### config.mk
export PLATFORM = sky130hd
export DESIGN_NAME = ccff_bitstream_loader
export DESIGN_NICKNAME = d
export VERILOG_FILES = /design/src/rtl/ccff_loader_pkg.sv /design/src/rtl/ccff_word_serializer.sv /design/src/rtl/ccff_bitstream_loader.sv
export SDC_FILE = /design/constraint.sdc
export NUM_CORES = 1
export LEC_CHECK = 0
export CELL_PAD_IN_SITES_DETAIL_PLACEMENT = 0
export CELL_PAD_IN_SITES_GLOBAL_PLACEMENT = 1
export CORE_MARGIN = 1.5
export CORE_UTILIZATION = 23
export CTS_CLUSTER_DIAMETER = 80
export CTS_CLUSTER_SIZE = 24
export DETAILED_ROUTE_END_ITERATION = 7
export PLACE_DENSITY_LB_ADDON = 0.1
export SKIP_CTS_REPAIR_TIMING = 1
export SLEW_MARGIN = 10
export SYNTH_ARGS = -nofsm -noshare
export SYNTH_HDL_FRONTEND = slang
export SYNTH_SLANG_ARGS = --single-unit
### constraint.sdc
create_clock -name prog_clk -period 4.4 [get_ports prog_clk]
set_input_delay 0.44 -clock prog_clk [delete_from_list [all_inputs] [get_ports prog_clk]]
set_output_delay 0.44 -clock prog_clk [all_outputs]
set_load 0.01 [all_outputs]
### src/rtl/ccff_loader_pkg.sv
// rtl/ccff_loader_pkg.sv - shared types, defaults and helpers for the configuration chain loader
package ccff_loader_pkg;

    typedef enum logic [1:0] {
        ST_IDLE,
        ST_MARK,
        ST_LOAD,
        ST_DONE
    } state_t;

    localparam int                    DEF_MARK_W = 8;
    localparam logic [DEF_MARK_W-1:0] DEF_MARKER = 8'hA5;

    // Number of meaningful MSBs in the final stream word of a load.
    function automatic int last_word_bits(input int chain_len, input int word_w);
        int rem;
        rem = chain_len % word_w;
        return (rem == 0) ? word_w : rem;
    endfunction

endpackage

### src/rtl/ccff_word_serializer.sv
// rtl/ccff_word_serializer.sv - word buffer that feeds payload bits MSB-first with zero-bubble refill
module ccff_word_serializer
    import ccff_loader_pkg::*;
#(
    parameter int CHAIN_LEN = 1024,
    parameter int WORD_W    = 8
) (
    input  logic              i_clk,
    input  logic              i_reset,
    input  logic              i_clear,
    input  logic              i_active,
    input  logic              i_valid,
    input  logic [WORD_W-1:0] i_data,
    output logic              o_ready,
    output logic              o_bit_valid,
    output logic              o_bit
);

    localparam int NUM_WORDS = (CHAIN_LEN + WORD_W - 1) / WORD_W;
    localparam int LAST_BITS = last_word_bits(CHAIN_LEN, WORD_W);
    localparam int CNT_W     = $clog2(WORD_W + 1);
    localparam int WCNT_W    = $clog2(NUM_WORDS + 1);

    localparam logic [CNT_W-1:0]  FULL_C = CNT_W'(WORD_W);
    localparam logic [CNT_W-1:0]  LAST_C = CNT_W'(LAST_BITS);
    localparam logic [WCNT_W-1:0] NW_C   = WCNT_W'(NUM_WORDS);

    logic [WORD_W-1:0] r_buf;
    logic [CNT_W-1:0]  r_cnt;
    logic [WCNT_W-1:0] r_words;

    logic              w_empty;
    logic              w_accept;
    logic [CNT_W-1:0]  w_new_cnt;

    assign w_empty   = (r_cnt == '0);
    assign w_new_cnt = (r_words == NW_C - WCNT_W'(1)) ? LAST_C : FULL_C;

    // Ready when the buffer is empty or draining its last bit, and words are still owed.
    // An accepted word into an empty buffer shifts its MSB in the same cycle (cut-through).
    always_comb begin
        o_ready     = i_active && (w_empty || (r_cnt == CNT_W'(1))) && (r_words < NW_C);
        w_accept    = o_ready && i_valid;
        o_bit_valid = i_active && (!w_empty || w_accept);
        o_bit       = w_empty ? i_data[WORD_W-1] : r_buf[WORD_W-1];
    end

    // Buffer, valid-bit count and accepted-word count; the final word is truncated via its count.
    always_ff @(posedge i_clk) begin
        if (i_reset || i_clear) begin
            r_buf   <= '0;
            r_cnt   <= '0;
            r_words <= '0;
        end else if (i_active) begin
            if (w_accept) begin
                r_words <= r_words + WCNT_W'(1);
                if (w_empty) begin
                    r_buf <= i_data << 1;
                    r_cnt <= w_new_cnt - CNT_W'(1);
                end else begin
                    r_buf <= i_data;
                    r_cnt <= w_new_cnt;
                end
            end else if (!w_empty) begin
                r_buf <= r_buf << 1;
                r_cnt <= r_cnt - CNT_W'(1);
            end
        end
    end

endmodule

### src/rtl/ccff_bitstream_loader.sv
// rtl/ccff_bitstream_loader.sv - marker-prefixed bitstream loader and tail checker for the CCFF chain
module ccff_bitstream_loader
    import ccff_loader_pkg::*;
#(
    parameter int               CHAIN_LEN = 1024,
    parameter int               WORD_W    = 8,
    parameter int               MARK_W    = DEF_MARK_W,
    parameter logic [MARK_W-1:0] MARKER   = MARK_W'(DEF_MARKER)
) (
    input  logic                                   prog_clk,
    input  logic                                   prog_reset,
    input  logic                                   start,
    input  logic                                   s_valid,
    output logic                                   s_ready,
    input  logic [WORD_W-1:0]                      s_data,
    output logic                                   cfg_head,
    output logic                                   cfg_shift_en,
    input  logic                                   cfg_tail,
    output logic                                   busy,
    output logic                                   done,
    output logic                                   marker_err,
    output logic [$clog2(CHAIN_LEN+MARK_W+1)-1:0]  bit_count
);

    localparam int BC_W = $clog2(CHAIN_LEN + MARK_W + 1);
    localparam int MI_W = (MARK_W > 1) ? $clog2(MARK_W) : 1;

    localparam logic [BC_W-1:0] MARK_LAST_C  = BC_W'(MARK_W - 1);
    localparam logic [BC_W-1:0] TOTAL_LAST_C = BC_W'(CHAIN_LEN + MARK_W - 1);
    localparam logic [BC_W-1:0] CHAIN_LEN_C  = BC_W'(CHAIN_LEN);
    localparam logic [MI_W-1:0] MARK_TOP_C   = MI_W'(MARK_W - 1);

    state_t            r_state;
    state_t            w_next;
    logic [BC_W-1:0]   r_bit_count;
    logic              r_marker_err;
    logic              r_last_head;

    logic              w_start;
    logic              w_active;
    logic              w_shift_en;
    logic              w_head;
    logic              w_ser_ready;
    logic              w_ser_valid;
    logic              w_ser_bit;
    logic [MI_W-1:0]   w_mark_idx;
    logic [MI_W-1:0]   w_tail_idx;
    logic              w_tail_win;

    assign w_start    = start && (r_state == ST_IDLE);
    assign w_active   = (r_state == ST_LOAD);
    assign w_mark_idx = MARK_TOP_C - MI_W'(r_bit_count);
    assign w_tail_idx = MARK_TOP_C - MI_W'(r_bit_count - CHAIN_LEN_C);
    assign w_tail_win = (r_bit_count >= CHAIN_LEN_C);

    ccff_word_serializer #(
        .CHAIN_LEN (CHAIN_LEN),
        .WORD_W    (WORD_W)
    ) u_serializer (
        .i_clk       (prog_clk),
        .i_reset     (prog_reset),
        .i_clear     (w_start),
        .i_active    (w_active),
        .i_valid     (s_valid),
        .i_data      (s_data),
        .o_ready     (w_ser_ready),
        .o_bit_valid (w_ser_valid),
        .o_bit       (w_ser_bit)
    );

    // State register.
    always_ff @(posedge prog_clk) begin
        if (prog_reset) begin
            r_state <= ST_IDLE;
        end else begin
            r_state <= w_next;
        end
    end

    // Next state, chain head/shift control and status flags.
    always_comb begin
        w_next     = r_state;
        w_shift_en = 1'b0;
        w_head     = 1'b0;
        busy       = 1'b0;
        done       = 1'b0;
        case (r_state)
            ST_IDLE: begin
                if (start) w_next = ST_MARK;
            end
            ST_MARK: begin
                busy       = 1'b1;
                w_shift_en = 1'b1;
                w_head     = MARKER[w_mark_idx];
                if (r_bit_count == MARK_LAST_C) w_next = ST_LOAD;
            end
            ST_LOAD: begin
                busy       = 1'b1;
                w_shift_en = w_ser_valid;
                w_head     = w_ser_valid ? w_ser_bit : r_last_head;
                if (w_ser_valid && (r_bit_count == TOTAL_LAST_C)) w_next = ST_DONE;
            end
            ST_DONE: begin
                busy   = 1'b1;
                done   = 1'b1;
                w_next = ST_IDLE;
            end
            default: w_next = ST_IDLE;
        endcase
    end

    // Shift counter, held head bit for stalls, and sticky tail-marker comparison.
    always_ff @(posedge prog_clk) begin
        if (prog_reset) begin
            r_bit_count  <= '0;
            r_marker_err <= 1'b0;
            r_last_head  <= 1'b0;
        end else if (w_start) begin
            r_bit_count  <= '0;
            r_marker_err <= 1'b0;
        end else if (w_shift_en) begin
            r_bit_count <= r_bit_count + BC_W'(1);
            r_last_head <= w_head;
            if (w_tail_win && (cfg_tail != MARKER[w_tail_idx])) begin
                r_marker_err <= 1'b1;
            end
        end
    end

    assign s_ready      = w_ser_ready;
    assign cfg_head     = w_head;
    assign cfg_shift_en = w_shift_en;
    assign marker_err   = r_marker_err;
    assign bit_count    = r_bit_count;

endmodule

## Word-level counts from Yosys, hierarchy flattened

Memory sizes are Yosys's and may differ from the RTL's.
Cells that the tools add are included.

- Add/subtract/negate cells: 6
- Magnitude comparators: 4
- Equality and inequality tests: 11
- Multiplexer cells: 18
- Bitwise operators: 1
- Reduce and logical (&&, ||, !) cells: 20

Operators by type and width:

| kind | number |
|---|---|
| two-way mux 8 bit | 3 |
| two-way mux 4 bit | 3 |
| adder 11 x 1 -> 11 bit (second input constant) | 1 |
| equality test 11 bit (second input constant) | 1 |
| equality test 11 x 3 -> 1 bit (second input constant) | 1 |
| greater-or-equal comparator 11 bit (second input constant) | 1 |
| adder 8 x 1 -> 8 bit (second input constant) | 1 |
| < comparator 3 x 4 -> 1 bit (second input constant) | 2 |
| < comparator 8 bit (second input constant) | 1 |
| != test 2 bit (second input constant) | 4 |
| one-hot mux 2 bit (4 select lines) | 1 |
| AND reduction 2 bit | 4 |
| logical AND 1 bit | 7 |
| two-way mux 1 bit | 6 |
| two-way mux 2 bit | 3 |
| subtractor 3 bit (first input constant) | 2 |
| equality test 2 bit (second input constant) | 2 |
| equality test 4 x 1 -> 1 bit (second input constant) | 1 |
| zero test 4 bit | 1 |
| one-hot mux 1 bit (2 select lines) | 2 |
| subtractor 4 x 1 -> 4 bit (second input constant) | 1 |
| logical OR 1 bit | 3 |
| AND reduction 3 bit | 1 |
| OR reduction 3 bit | 1 |
| 7 further kinds | 7 |

- Register bits after elaboration: 35
- Memory bits (read-only): 16
- Input bits: 13
- Output and inout bits: 17
- Logic and storage cells: 69
- Memories kept: 2

Memories:

| name | depth | width | rd ports | clocked after Yosys merged registers in | wr ports | line | text |
|---|---|---|---|---|---|---|---|
| (no name shown) | 8 | 1 | 1 | 0 | 0 | ccff_bitstream_loader.sv:124 | `if (w_tail_win && (cfg_tail != MARKER[w_tail_idx])) begin` |
| (no name shown) | 8 | 1 | 1 | 0 | 0 | ccff_bitstream_loader.sv:94 | `w_head = MARKER[w_mark_idx];` |

## Depth between registers and ports, before layout

Gate-level depths: netlist (run 1).

- Depth after elaboration: 10
- Gate-level depth with buffers: 9
- Mapped depth without buffers: 7

## Modules after synthesis

A second synthesis (run 1) with hierarchy kept.

- Cell total of the unflattened synthesis: 238
- Area total of the unflattened synthesis: 1979.4 µm²

By module, submodules not included:

| module | instances | cells an instance | area an instance (µm²) | sequential area each (µm²) |
|---|---|---|---|---|
| ccff_word_serializer | 1 | 137 | 1109.8 | 400.4 |
| ccff_bitstream_loader | 1 | 101 | 869.6 | 300.3 |

## Worst setup path before layout (run 1)

Ideal clock, no wire load.

- Path type: register to output
- Start: register u_serializer.r_cnt[0]
- End: output cfg_head
- Data arrival time: 1648 ps
- Data required time: 3960 ps
- Slack: 2312 ps
- Stages on the path, launching flop included: 8
- Buffers on the path: 0
- Cells stage by stage: dfxtp_1 inv_1 ha_1 nor3b_1 o21ai_0 a31oi_1 a21oi_1 nor2b_1

- Longest elaborated chain between the ends: 9
- Elaborated cells on any way between the ends: 12
- Classes of those cells: eq/ne (1); mux (3); reduce/logical (8)

Ends and longest elaborated chain:

| what | line | text |
|---|---|---|
| start, declared | ccff_word_serializer.sv:29 | `logic [CNT_W-1:0] r_cnt;` |
| start signal, assigned | ccff_word_serializer.sv:59 | `r_cnt <= w_new_cnt - CNT_W'(1);` |
| start signal, assigned | ccff_word_serializer.sv:62 | `r_cnt <= w_new_cnt;` |
| start signal, assigned | ccff_word_serializer.sv:66 | `r_cnt <= r_cnt - CNT_W'(1);` |
| equality test 4 x 1 -> 1 bit / zero test 4 bit (equally long branches) | ccff_word_serializer.sv:42, ccff_word_serializer.sv:36 |  |
| logical OR 1 bit | ccff_word_serializer.sv:42 | `o_ready = i_active && (w_empty \|\| (r_cnt == CNT_W'(1))) && (r_words < NW_C);` |
| logical AND 1 bit (2 in series) | ccff_word_serializer.sv:42 |  |
| logical AND 1 bit | ccff_word_serializer.sv:43 | `w_accept = o_ready && i_valid;` |
| logical OR 1 bit | ccff_word_serializer.sv:44 | `o_bit_valid = i_active && (!w_empty \|\| w_accept);` |
| logical AND 1 bit | ccff_word_serializer.sv:44 |  |
| two-way mux 1 bit (*) | ccff_bitstream_loader.sv:100 | `w_head = w_ser_valid ? w_ser_bit : r_last_head;` |
| one-hot mux 1 bit (2 select lines) (*) | ccff_bitstream_loader.sv:87 | `case (r_state)` |
| end, declared | ccff_bitstream_loader.sv:16 | `output logic cfg_head,` |

Mark *: on every way between the ends. The rest lies on a longest branch, timed or not.

## Final worst setup path (run 1)

- Start: register u_serializer.r_cnt[0]
- End: output cfg_shift_en

- Longest elaborated chain between the ends: 8
- Elaborated cells on any way between the ends: 10
- Classes of those cells: eq/ne (1); mux (1); reduce/logical (8)

Ends and longest elaborated chain:

| what | line | text |
|---|---|---|
| equality test 4 x 1 -> 1 bit / zero test 4 bit (equally long branches) | ccff_word_serializer.sv:42, ccff_word_serializer.sv:36 |  |
| logical OR 1 bit | ccff_word_serializer.sv:42 |  |
| logical AND 1 bit (2 in series) | ccff_word_serializer.sv:42 |  |
| logical AND 1 bit | ccff_word_serializer.sv:43 |  |
| logical OR 1 bit (*) | ccff_word_serializer.sv:44 |  |
| logical AND 1 bit (*) | ccff_word_serializer.sv:44 |  |
| one-hot mux 1 bit (2 select lines) (*) | ccff_bitstream_loader.sv:87 |  |
| end, declared | ccff_bitstream_loader.sv:17 | `output logic cfg_shift_en,` |

Marked as above.

==> results of run 1 <==
## metrics by stage
stage,power (mW),instances
floorplan,0.618,238
finish,1.01,372
global placement,0.763,364
global route,1.08,372
detailed placement,0.758,364
CTS,1.03,372
## final cells by class
type	count	area (µm²)	area share
Clock buffer	8	100	0.0416
Inverter	10	37.5	0.0156
Tap cell	102	128	0.0531
Timing Repair Buffer	33	320	0.133
Sequential cell	35	701	0.291
Multi-Input combinational cell	184	1120	0.465
## routing by layer
metal / wire (µm) / vias to the layer above
met5: 0 / -
met4: 63 / 0
met3: 184 / 5
met2: 2240 / 26
met1: 2560 / 792
li1: - / 899
## registers in the layout, indices dropped and copies added (netlist names)
name,flops
marker_err,1
u_serializer.r_words,8
u_serializer.r_cnt,4
r_state,2
u_serializer.r_buf,8
bit_count,11
r_last_head,1
## critical path: stages (launching register included)
cell	delay, ns
dfxtp_1	0.39
inv_1	0.06
ha_1	0.23
or3b_1	0.53
a311oi_1	0.10
buf_4	0.20
nor2_1	0.35
clkdlybuf4s50_1	0.62
## logic make-up (layout without fill, tap and decap cells)
family | Yosys count | in the layout | synth area share
compound gates | 53 | 53 | 0.168
flops | 35 | 35 | 0.370
fa+ha+maj | 9 | 9 | 0.0595
buf+inv | 19 | 51 | 0.0390
simple gates | 104 | 104 | 0.280
xor+xnor | 17 | 17 | 0.0787
mux | 1 | 1 | 0.00529
## where the power goes
part | switching [mW] | internal [mW] | total [mW]
registers | 0.0183 | 0.333 | 0.351
clock network | 0.120 | 0.143 | 0.263
logic | 0.235 | 0.160 | 0.395
total | 0.373 | 0.636 | 1.01
## synth_stat cells, types with 2 or more instances
cell type  count
nor2_1        42
dfxtp_1       35
a21oi_1       18
nand2_1       16
o21ai_0       15
inv_1         10
xnor2_1       10
ha_1           9
nand4_1        9
clkbuf_1       7
o22ai_1        7
xor2_1         7
nand2b_1       5
nor3_1         5
nand3_1        4
nor4_1         4
a31oi_1        3
and3_1         3
or4_1          3
a311oi_1       2
buf_2          2
nor2b_1        2
nor3b_1        2
o21a_1         2
or3_1          2
## worst max-delay path by stage
| stage | startpoint | endpoint | slack [ns] | depth (start not counted) |
|---|---|---|---|---|
| finish | u_serializer.r_cnt[0] | cfg_shift_en | 1.18 | 7 |
| global route | u_serializer.r_cnt[0] | cfg_shift_en | 0.94 | 7 |
| CTS | u_serializer.r_cnt[0] | cfg_shift_en | 1.17 | 7 |
| detailed placement | u_serializer.r_cnt[0] | cfg_shift_en | 1.50 | 7 |
| global placement | u_serializer.r_cnt[0] | cfg_shift_en | 1.53 | 7 |
| floorplan | u_serializer.r_cnt[0] | cfg_head | 2.31 | 7 |
==> impl.org, run 1 <==
** Run status
- The run finished with clean final reports.

** Timing
- The count of endpoints failing hold in the final timing report is 0.
- Unrepaired setup endpoints after global routing :: false
- Setup Viol. Count Final :: 0
- Summed over all failing endpoints, the final setup total negative slack is 0 ns.
- The worst pin sits at a relative slew slack of 0.306.
- The routed design could run at a clock period as short as 3.22 ns.
- The number of max-slew violations in the final report was 0.
- Timing would allow up to 0.311 GHz.
- In the post-route analysis, the smallest setup slack over all paths is 1.18 ns.
- Share of the clock period used by the worst path after layout :: 0.731
- Across all hold checks on the routed design, the worst slack comes to 0.477 ns.
- Worst slew pin tran :: 1.04 ns
- Across the routed clock network, the largest skew measured is about 0.0048 ns.

** Placement
- After legalization and detailed placement, the total HPWL measured roughly 3500 µm.
- In this run the cell area measured after placement is roughly 2300 µm².
- Before CTS, the worst setup slack after placement is 1.50 ns.
- Number of buffers inserted by port buffering :: 29
- At the end of routability-driven placement, the weighted congestion stood at 0.720.

** Worst setup path
- Cell count of the worst reg-to-reg path :: 8
- The worst register-to-register path has a setup slack of 1.76 ns.
- The endpoint identified for the worst register-to-register timing path is bit_count[7].
- Data on the critical path is required at its endpoint by 3.96 ns.
- Along the worst path, the maximum fanout reaches 15.
- The critical path is of the flip-flop to output pin type.
- The worst setup path is captured at an output pin.
- The startpoint identified for the worst register-to-register timing path is u_serializer.r_cnt[0].
- The worst setup path is launched from a flip-flop.
- STA puts the critical path data arrival time at between 2 and 3 ns.

** Clocking
- Clock transition time at the flip-flop clock pins of the worst setup and hold paths :: about 0.070 ns
- The clock tree synthesis step divided the H-tree into 2 levels.
- TritonCTS built the clock tree.
- TritonCTS Buffers :: 5
- Clock Sink Count :: 35
- Cell chosen for the clock root :: clkbuf_8
- No sink is reached through more buffers than the 2 on the longest clock path.
- Clock latency on the worst-skew pair, taken at its later pin, is 0.29 ns.

** GRT
- In the global route stage, met3 resource usage came out at 0.0275.
- The first global-routing pass estimated 8420 µm of wire.
- For met2 alone, demand over resource in global routing was 0.191.
- The number of antenna violations at the first check in global routing is 0.
- In the global route stage, overall resource usage came out at 0.122.
- Summed over all layers, the global routing overflow is 0.
- Top Usage Layer GRT :: met2
- Vias in the first global route :: 1648
- For met1 alone, demand over resource in global routing was 0.166.
- Entering global routing, the biggest net connects 26 pins.

** Layout
- Fill cells :: 892
- Post-route design area :: 2400 µm²
- Final core utilization :: 0.306
- Most common library cell in the layout ignoring fill and taps :: nor2_1
- Commonest non-fill, non-tap cells in the layout :: 42 x nor2_1, 35 x dfxtp_1, 29 x clkdlybuf4s50_1
- Area added between synthesis and finish :: 27.0%
- N_diodes :: 0
- Share of cells above drive strength 1 :: 0.0593
- At the end of the flow, the number of nets in the layout was just under 300.

** Logic synthesis
- Synthesis produced a netlist whose cell count is 238.
- Number of distinct standard cells referenced by the synthesized netlist :: 39
- Of all cell types, the one taking the most synthesized area is dfxtp_1.
- For this run, asynchronously set or reset flops after synthesis account for 0.
- Synth Cell Area :: approximately 1900 µm²
- Post-Syn Nets :: 260
- Portion of synthesized cell area occupied by the leading cell type :: 0.370
- Top post-synthesis cells by area :: dfxtp_1 37%, nor2_1 8.3%, ha_1 5.9%
- Counting flops with a built-in enable in the synthesized netlist gives 0.
- Post-synthesis sequential element count :: 35
- Number of warning messages in the yosys log :: 0
- Average cell area after synthesis :: a little under 8 µm²
- For this run, the leading register cell type out of synthesis is dfxtp_1.
- Of the synthesized area, sequential elements account for 0.370.

** Detailed routing
- Avg WL per Cell :: 13.6 µm
- Before antenna repair, the detailed router went through 4 iterations.
- The routed layout has 1722 vias.
- In the routed design, unresolved DRC markers number 0.
- Count of antenna-violating nets left after detailed routing :: 0
- Post-detailed-routing wire length :: between 5000 and 6000 µm
- Number of DRC markers after the initial detailed-route iteration :: 38
- Dividing the detail-routed via count by the number of cells gives ~4.6.

** Flow run
- The tool flagged a number of max-cap violations equal to 0.

** Worst hold path
- Hold path start :: u_serializer.r_cnt[1]
- The worst hold path passes through 2 cells.
- Type of the worst min-delay path :: flip-flop to flip-flop
- The path with the worst hold slack has its endpoint at u_serializer.r_cnt[1].

** Die
- The floorplan step set the die width to 93.7 µm.
- After floorplanning, the core was sized to cover 7850 µm².
- Die height :: 93.7 µm
- I/O pin count :: 30
- Overall die area :: 8780 µm²
- FP Rows :: 32
- The initial utilization of the core area, before any placement, comes to 0.241.

** Pwr
- Leakage Power :: 0.807 nW
- Total power per unit cell area :: 420 nW/µm²
- IR drop worst, VDD :: 118 µV
(Power assumes the default switching activity.)
==> inputs of run 2 (changes only) <==
==> constraint.sdc (replaced) <==
create_clock -name prog_clk -period 3 [get_ports prog_clk]
set_input_delay 0.3 -clock prog_clk [delete_from_list [all_inputs] [get_ports prog_clk]]
set_output_delay 0.3 -clock prog_clk [all_outputs]
set_load 0.01 [all_outputs]
==> impl.org, run 2 (synthesis results as in run 1) <==
** Timing
- Timing would allow up to 0.348 GHz.
- The count of endpoints failing hold in the final timing report was 0.
- Share of the clock period used by the worst path after layout :: 0.959
- Final worst-path setup slack :: 0.124 ns
- Setup total negative slack on the finished layout was measured at 0 ns.
- Worst slew pin tran :: 1.03 ns
- Unrepaired setup endpoints after global routing :: false
- Setup violations remaining at the end of the flow were counted as 0.
- Across the routed clock network, the largest skew measured is 0.00493 ns.
- Measured against its own limit, the worst slew margin works out to 0.312.
- Subtracting the final worst setup slack from the clock period gives between 2 and 3 ns.
- Total count of max-transition violations in the final report :: 0

** Placement
- Before CTS, the worst setup slack after placement is 0.300 ns.
- Number of buffers inserted by port buffering :: 29
- Placer Congestion :: 0.712
- Detailed placement ended at an HPWL of 3510 µm.
- # placed instances :: roughly 370

** Clocking
- TritonCTS built the clock tree.
- Clock latency on the worst-skew pair, taken at its later pin, is 0.29 ns.
- The H-tree was split into 2 levels.
- Clock transition time at the flip-flop clock pins of the worst setup and hold paths :: approximately 0.070 ns
- The tree built by TritonCTS fans out to 35 sinks.
- CTS placed an instance of clkbuf_8 at the clock tree root.
- TritonCTS Buffers :: 5
- No sink is reached through more buffers than the 2 on the longest clock path.

** Worst setup path
- Setup slack of the most critical reg-to-reg path :: 0.49 ns
- The critical path is of the flip-flop to output pin type.
- In this run the number of cells on the critical path is 8.
- Endpoint required time on the critical path :: 2.70 ns
- Largest fanout of any net on the critical path :: 10
- Standard cell with the maximum stage delay on the critical path :: or4b_4
- The most critical setup path has its startpoint at r_state[0].
- The cell family contributing the most delay on the critical path is simple AND/OR/NAND/NOR gates.
- The worst register-to-register path has a depth of 8.
- The most critical setup path has its endpoint at cfg_head.
- Endpoint of the most critical register-to-register path :: bit_count[7]
- Endpoint kind of the worst setup timing path :: output pin
- CP Buf/Inv Count :: 2
- Launching point of the worst reg2reg path :: r_state[0]
- Data on the critical path arrives at its endpoint at 2.58 ns.
- Startpoint type of the worst setup path :: flip-flop
- Worst stage delay on the critical path :: 0.52 ns
- The critical path goes through inv_1 -> ha_2 -> or4b_4 -> o31ai_1 -> a31oi_1 -> a21oi_1 -> nor2b_1 -> clkdlybuf4s50_1.

** Pwr
- Power spread over the standard cell area amounts to 638 nW/µm².
- IR analysis of the VDD net gives a maximum drop of 182 µV.
- Leakage Power :: between 0.8 and 0.9 nW

** Die
- From bottom edge to top edge, the die measures about 94 µm.
- Measured along the x axis, the die boundary spans 93.7 µm.
- For this configuration, the core starts out at a cell density of 0.241.
- For this design the top-level I/O count stands at 30.
- FP Rows :: 32
- The total area inside the core boundary comes to 7850 µm².
- The die covers 8780 µm².

** Detailed routing
- The count of nets left with antenna violations once routing finished came out at 0.
- Post-detailed-routing wire length :: approximately 5000 µm
- Avg WL per Cell :: around 13 µm
- After detailed routing, the number of remaining DRC violations is 0.
- DRT Pass-1 Iters :: 4
- Dividing the detail-routed via count by the number of cells gives 4.65.
- Number of DRC markers after the initial detailed-route iteration :: 57
- Detailed routing inserted a total of approximately 1.7k vias.

** Layout
- Largest register FFs :: 11
- Count of non-filler cells in the finished layout :: 375
- Most common library cell in the layout ignoring fill and taps :: nor2_1
- In the final layout, the share of cells above drive strength 1 is 0.0806.
- N_diodes :: 0
- Commonest non-fill, non-tap cells in the layout :: 42 x nor2_1, 35 x dfxtp_1, 29 x clkdlybuf4s50_1
- Area added between synthesis and finish :: 29.5%
- Net count reported at finish :: 294

** Flow run
- Across the run, the number of max-cap violations was 0.

** Run status
- The run finished with clean final reports.

** Worst hold path
- Type of the worst min-delay path :: flip-flop to flip-flop
- In this run the most critical hold path is launched from marker_err.

** GRT
- Entering global routing, the biggest net connects 26 pins.
- Global-route wire length before repair :: slightly above 8000 µm
- Total gr overflow :: 0
- The number of antenna violations at the first check in global routing is 0.
- In the global route stage, overall resource usage came out at 0.121.
- Vias in the first global route :: 1680
==> run 2: cell type report <==
type                       count  area [µm²]
clock buffer                   6        82.6
timing repair buffer          36         343
clock inverter                 2        35.0
multi-input combinational    184        1120
fill                         870        5400
tap                          102         128
sequential                    35         701
inverter                      10        37.5
==> run 2: worst reg2reg max path, cell delays in order (launching register included) <==
cell	delay (ns)
dfxtp_1	0.34
inv_1	0.09
ha_2	0.28
nor4b_4	0.31
a311oi_1	0.17
buf_4	0.20
or4_1	0.55
or3_1	0.36
a21oi_1	0.14
==> run 2: power breakdown <==
part / internal (mW) / switching [mW] / total (mW)
registers: 0.488 / 0.0268 / 0.515
clock network: 0.269 / 0.181 / 0.450
logic: 0.253 / 0.346 / 0.599
total: 1.01 / 0.554 / 1.56
==> run 2: routing by layer <==
metal,track usage,wire length (µm)
met1,0.159,2490
met5,0,0
met3,0.0316,165
met4,0.0473,80
met2,0.189,2230
==> run 2: worst min path at each step <==
| stage | endpoint | slack (ns) | depth (start not counted) |
|---|---|---|---|
| global route | u_serializer.r_buf[0] | 0.51 | 2 |
| global placement | u_serializer.r_buf[0] | 0.47 | 2 |
| finish | marker_err | 0.47 | 2 |
| detailed placement | u_serializer.r_buf[0] | 0.47 | 2 |
| CTS | u_serializer.r_buf[0] | 0.48 | 2 |
| floorplan | r_last_head | 0.37 | 1 |
==> run 2: per-stage QoR <==
| stage | hold WS [ns] | power [mW] | utilization | instance area [µm²] |
|---|---|---|---|---|
| finish | 0.472 | 1.56 | 0.312 | 2450 |
| global route | 0.507 | 1.67 | 0.312 | 2450 |
| CTS | 0.482 | 1.59 | 0.312 | 2440 |
| detailed placement | 0.469 | 1.12 | 0.297 | 2330 |
| global placement | 0.467 | 1.13 | 0.297 | 2330 |
| floorplan | 0.372 | 0.907 | - | 1890 |
==> inputs of run 3 (changes only) <==
--- a/config.mk
+++ b/config.mk
@@ -8,13 +8,14 @@
 export CELL_PAD_IN_SITES_DETAIL_PLACEMENT = 0
 export CELL_PAD_IN_SITES_GLOBAL_PLACEMENT = 1
 export CORE_MARGIN = 1.5
-export CORE_UTILIZATION = 23
+export CORE_UTILIZATION = 40
+export CTS_BUF_LIST = sky130_fd_sc_hd__clkbuf_4
 export CTS_CLUSTER_DIAMETER = 80
 export CTS_CLUSTER_SIZE = 24
 export DETAILED_ROUTE_END_ITERATION = 7
 export PLACE_DENSITY_LB_ADDON = 0.1
 export SKIP_CTS_REPAIR_TIMING = 1
-export SLEW_MARGIN = 10
+export SLEW_MARGIN = 20
 export SYNTH_ARGS = -nofsm -noshare
 export SYNTH_HDL_FRONTEND = slang
 export SYNTH_SLANG_ARGS = --single-unit
==> impl.org, run 3 (synthesis results as in run 1) <==
** Run status
- Status :: finished, violations left
- The final reports fail on design-rule violations.

** Timing
- The count of endpoints failing hold in the final timing report was 0.
- Unrepaired setup endpoints after global routing :: false
- Total count of max-transition violations in the final report :: 0
- On the final layout, the worst clock skew is 0.00314 ns.
- Across all setup checks in the final design, the least slack found is 0.176 ns.
- Of the available clock period, the critical path in the final layout requires 0.941.
- Hold slack :: 0.476 ns
- Worst slew margin relative to its limit :: 0.336
- Accumulated negative setup slack :: 0 ns
- Worst slew pin tran :: about 1.0 ns
- The worst path in the final design needs a cycle of 2.82 ns, including I/O delays and setup.
- Setup Viol. Count Final :: 0
- Maximum operating frequency :: 0.354 GHz

** Pwr
- Cell internal power was estimated by the tool at 0.916 mW.
- Dividing total power by cell area gives a power density of between 600 and 700 nW/µm².
- The share of total power dissipated in combinational logic is 0.405.
- Of the total power, registers draw 0.352.
- Leakage Power :: 0.836 nW
- Proportion of total power due to net switching :: 0.375
- IR analysis of the VDD net gives a maximum drop of 254 µV.
- The analysis attributes to net switching a power of ~0.55 mW.
- Clock power frac :: 0.243
- Total power for the finished layout comes to 1.47 mW.

** Worst setup path
- The worst register-to-register path begins at r_state[0].
- Cell count of the worst reg-to-reg path :: 8
- STA classifies the critical path endpoint as an output pin.
- Worst stage delay on the critical path :: 0.52 ns
- In this run the critical register-to-register path is captured at bit_count[7].
- In this run the worst path has a maximum fanout of 6.
- Tracing the worst setup path back leads to its startpoint at u_serializer.r_cnt[0].
- Standard cell with the maximum stage delay on the critical path :: clkdlybuf4s50_1
- The critical path goes through inv_1 -> ha_1 -> or2_2 -> a311oi_1 -> nor2_1 -> clkdlybuf4s50_1.
- At the worst endpoint, the required time is approximately 2.7 ns.
- The critical path is of the flip-flop to output pin type.
- Startpoint type of the worst setup path :: flip-flop
- CP Capture Point :: cfg_shift_en
- CP Data Arrival Time :: 2.52 ns
- The worst register-to-register path has a setup slack of 0.56 ns.

** Layout
- Most common library cell in the layout ignoring fill and taps :: nor2_1
- Net count reported at finish :: 294
- Relative to the synthesized area, the layout overhead comes to 24.7%.
- Share of cells above drive strength 1 :: 0.0842
- Final core utilization :: 0.531
- In the layout the commonest cells are 42 x nor2_1, 35 x dfxtp_1, 28 x clkdlybuf4s50_1.
- The number of antenna diodes in the final layout is 0.
- The register with the most flip-flops in the layout has 11 of them.

** Detailed routing
- Dividing the detail-routed via count by the number of cells gives 5.35.
- The first routing iteration left 68 violations.
- The detail route stage leaves a number of antenna-violating nets equal to 0.
- DRT Pass-1 Iters :: 8
- The routed design has 4390 µm of wire.
- In the final routed layout, each cell accounts on average for 13.5 µm.
- Post-route DRC violation count :: 1
- Vias after detailed routing :: 1740

** Die
- In this run the count of I/O pins placed on the die edge is 30.
- Horizontal die dimension :: a little over 70 µm
- Die height :: 71.8 µm
- The floorplan step defined a die boundary enclosing 5150 µm².
- Floorplan core area :: 4440 µm²
- The initial utilization of the core area, before any placement, comes to 0.426.
- FP Rows :: 24

** GRT
- The first global-routing pass estimated 7560 µm of wire.
- Global routing finished with a remaining overflow of 0.
- Total routing usage reported by global routing :: 0.185
- Vias in the first global route :: 1630
- Entering global routing, the biggest net connects 26 pins.
- Number of antenna violations at the first check in global routing :: 0

** Flow run
- Max_cap viols :: 0

** Placement
- At the placement stage, the worst setup path has a slack of 0.493 ns.
- Detailed placer's ending HPWL :: 3040 µm
- Placer Congestion :: 0.778
- Number of buffers inserted by port buffering :: 29

** Worst hold path
- The worst hold path passes through 2 cells.
- Type of the worst min-delay path :: flip-flop to flip-flop

** Clocking
- In this run, CTS created clock tree buffers numbering 5.
- The H-tree was split into 2 levels.
- The clock reaches the later pin of the worst-skew pair after around 0.35 ns.
- Clock transition time at the flip-flop clock pins of the worst setup and hold paths :: 0.12 ns
- CTS placed an instance of clkbuf_4 at the clock tree root.
- In this run the deepest clock path goes through 2 buffers.
- TritonCTS built the clock tree.
- Clock Sink Count :: 35
## run 3: cell types whose count changed in the layout (fill, tap and decap cells not counted), sizes merged
| cell | before | now |
|---|---|---|
| clkbuf | 6 | 5 |
| clkdlybuf4s50 | 29 | 28 |
| clkinv | 1 | 2 |
| dlymetal6s2s | 0 | 1 |
## run 3: worst max-delay path: cells and delay by family, from the launching register on
family | cells | cell delay (ns)
fa+ha+maj | 1 | 0.24
buf+inv | 2 | 0.58
compound gates | 1 | 0.39
flops | 1 | 0.42
simple gates | 2 | 0.54
## run 3: layout make-up
type | instances | area (µm²)
clock buffer | 5 | 37.5
clock inverter | 3 | 43.8
fill | 433 | 2080
inverter | 10 | 37.5
multi-input combinational | 184 | 1130
sequential | 35 | 701
tap | 52 | 65.1
timing repair buffer | 36 | 345
## run 3: worst min-delay path by stage
stage / slack (ns) / end / from
2_1_floorplan: 0.37 / r_last_head / prog_reset
4_1_cts: 0.48 / u_serializer.r_buf[0] / u_serializer.r_buf[0]
6_report: 0.48 / u_serializer.r_cnt[1] / u_serializer.r_cnt[1]
5_1_grt: 0.51 / u_serializer.r_buf[0] / u_serializer.r_buf[0]
3_5_place_dp: 0.46 / marker_err / marker_err
3_3_place_gp: 0.45 / marker_err / marker_err
## run 3: power groups by stage
| stage | clock network [mW] | registers [mW] | logic, mW |
|---|---|---|---|
| 6_report | 0.356 | 0.516 | 0.593 |
| 5_1_grt | 0.390 | 0.521 | 0.657 |
| 4_1_cts | 0.366 | 0.515 | 0.586 |
| 3_5_place_dp | 0 | 0.526 | 0.583 |
| 3_3_place_gp | 0 | 0.525 | 0.586 |
| 2_1_floorplan | 0 | 0.520 | 0.387 |
## run 3: metal layers
metal	part of all wire	global-route usage
met5	0	0
met4	0.013	0.0692
met3	0.033	0.0394
met2	0.44	0.289
met1	0.51	0.251
## run 3: metrics by stage
step / std cells / cell area, µm²
global route: 325 / 2360
CTS: 325 / 2350
finish: 325 / 2360
floorplan: 238 / 1890
global placement: 317 / 2260
detailed placement: 317 / 2260
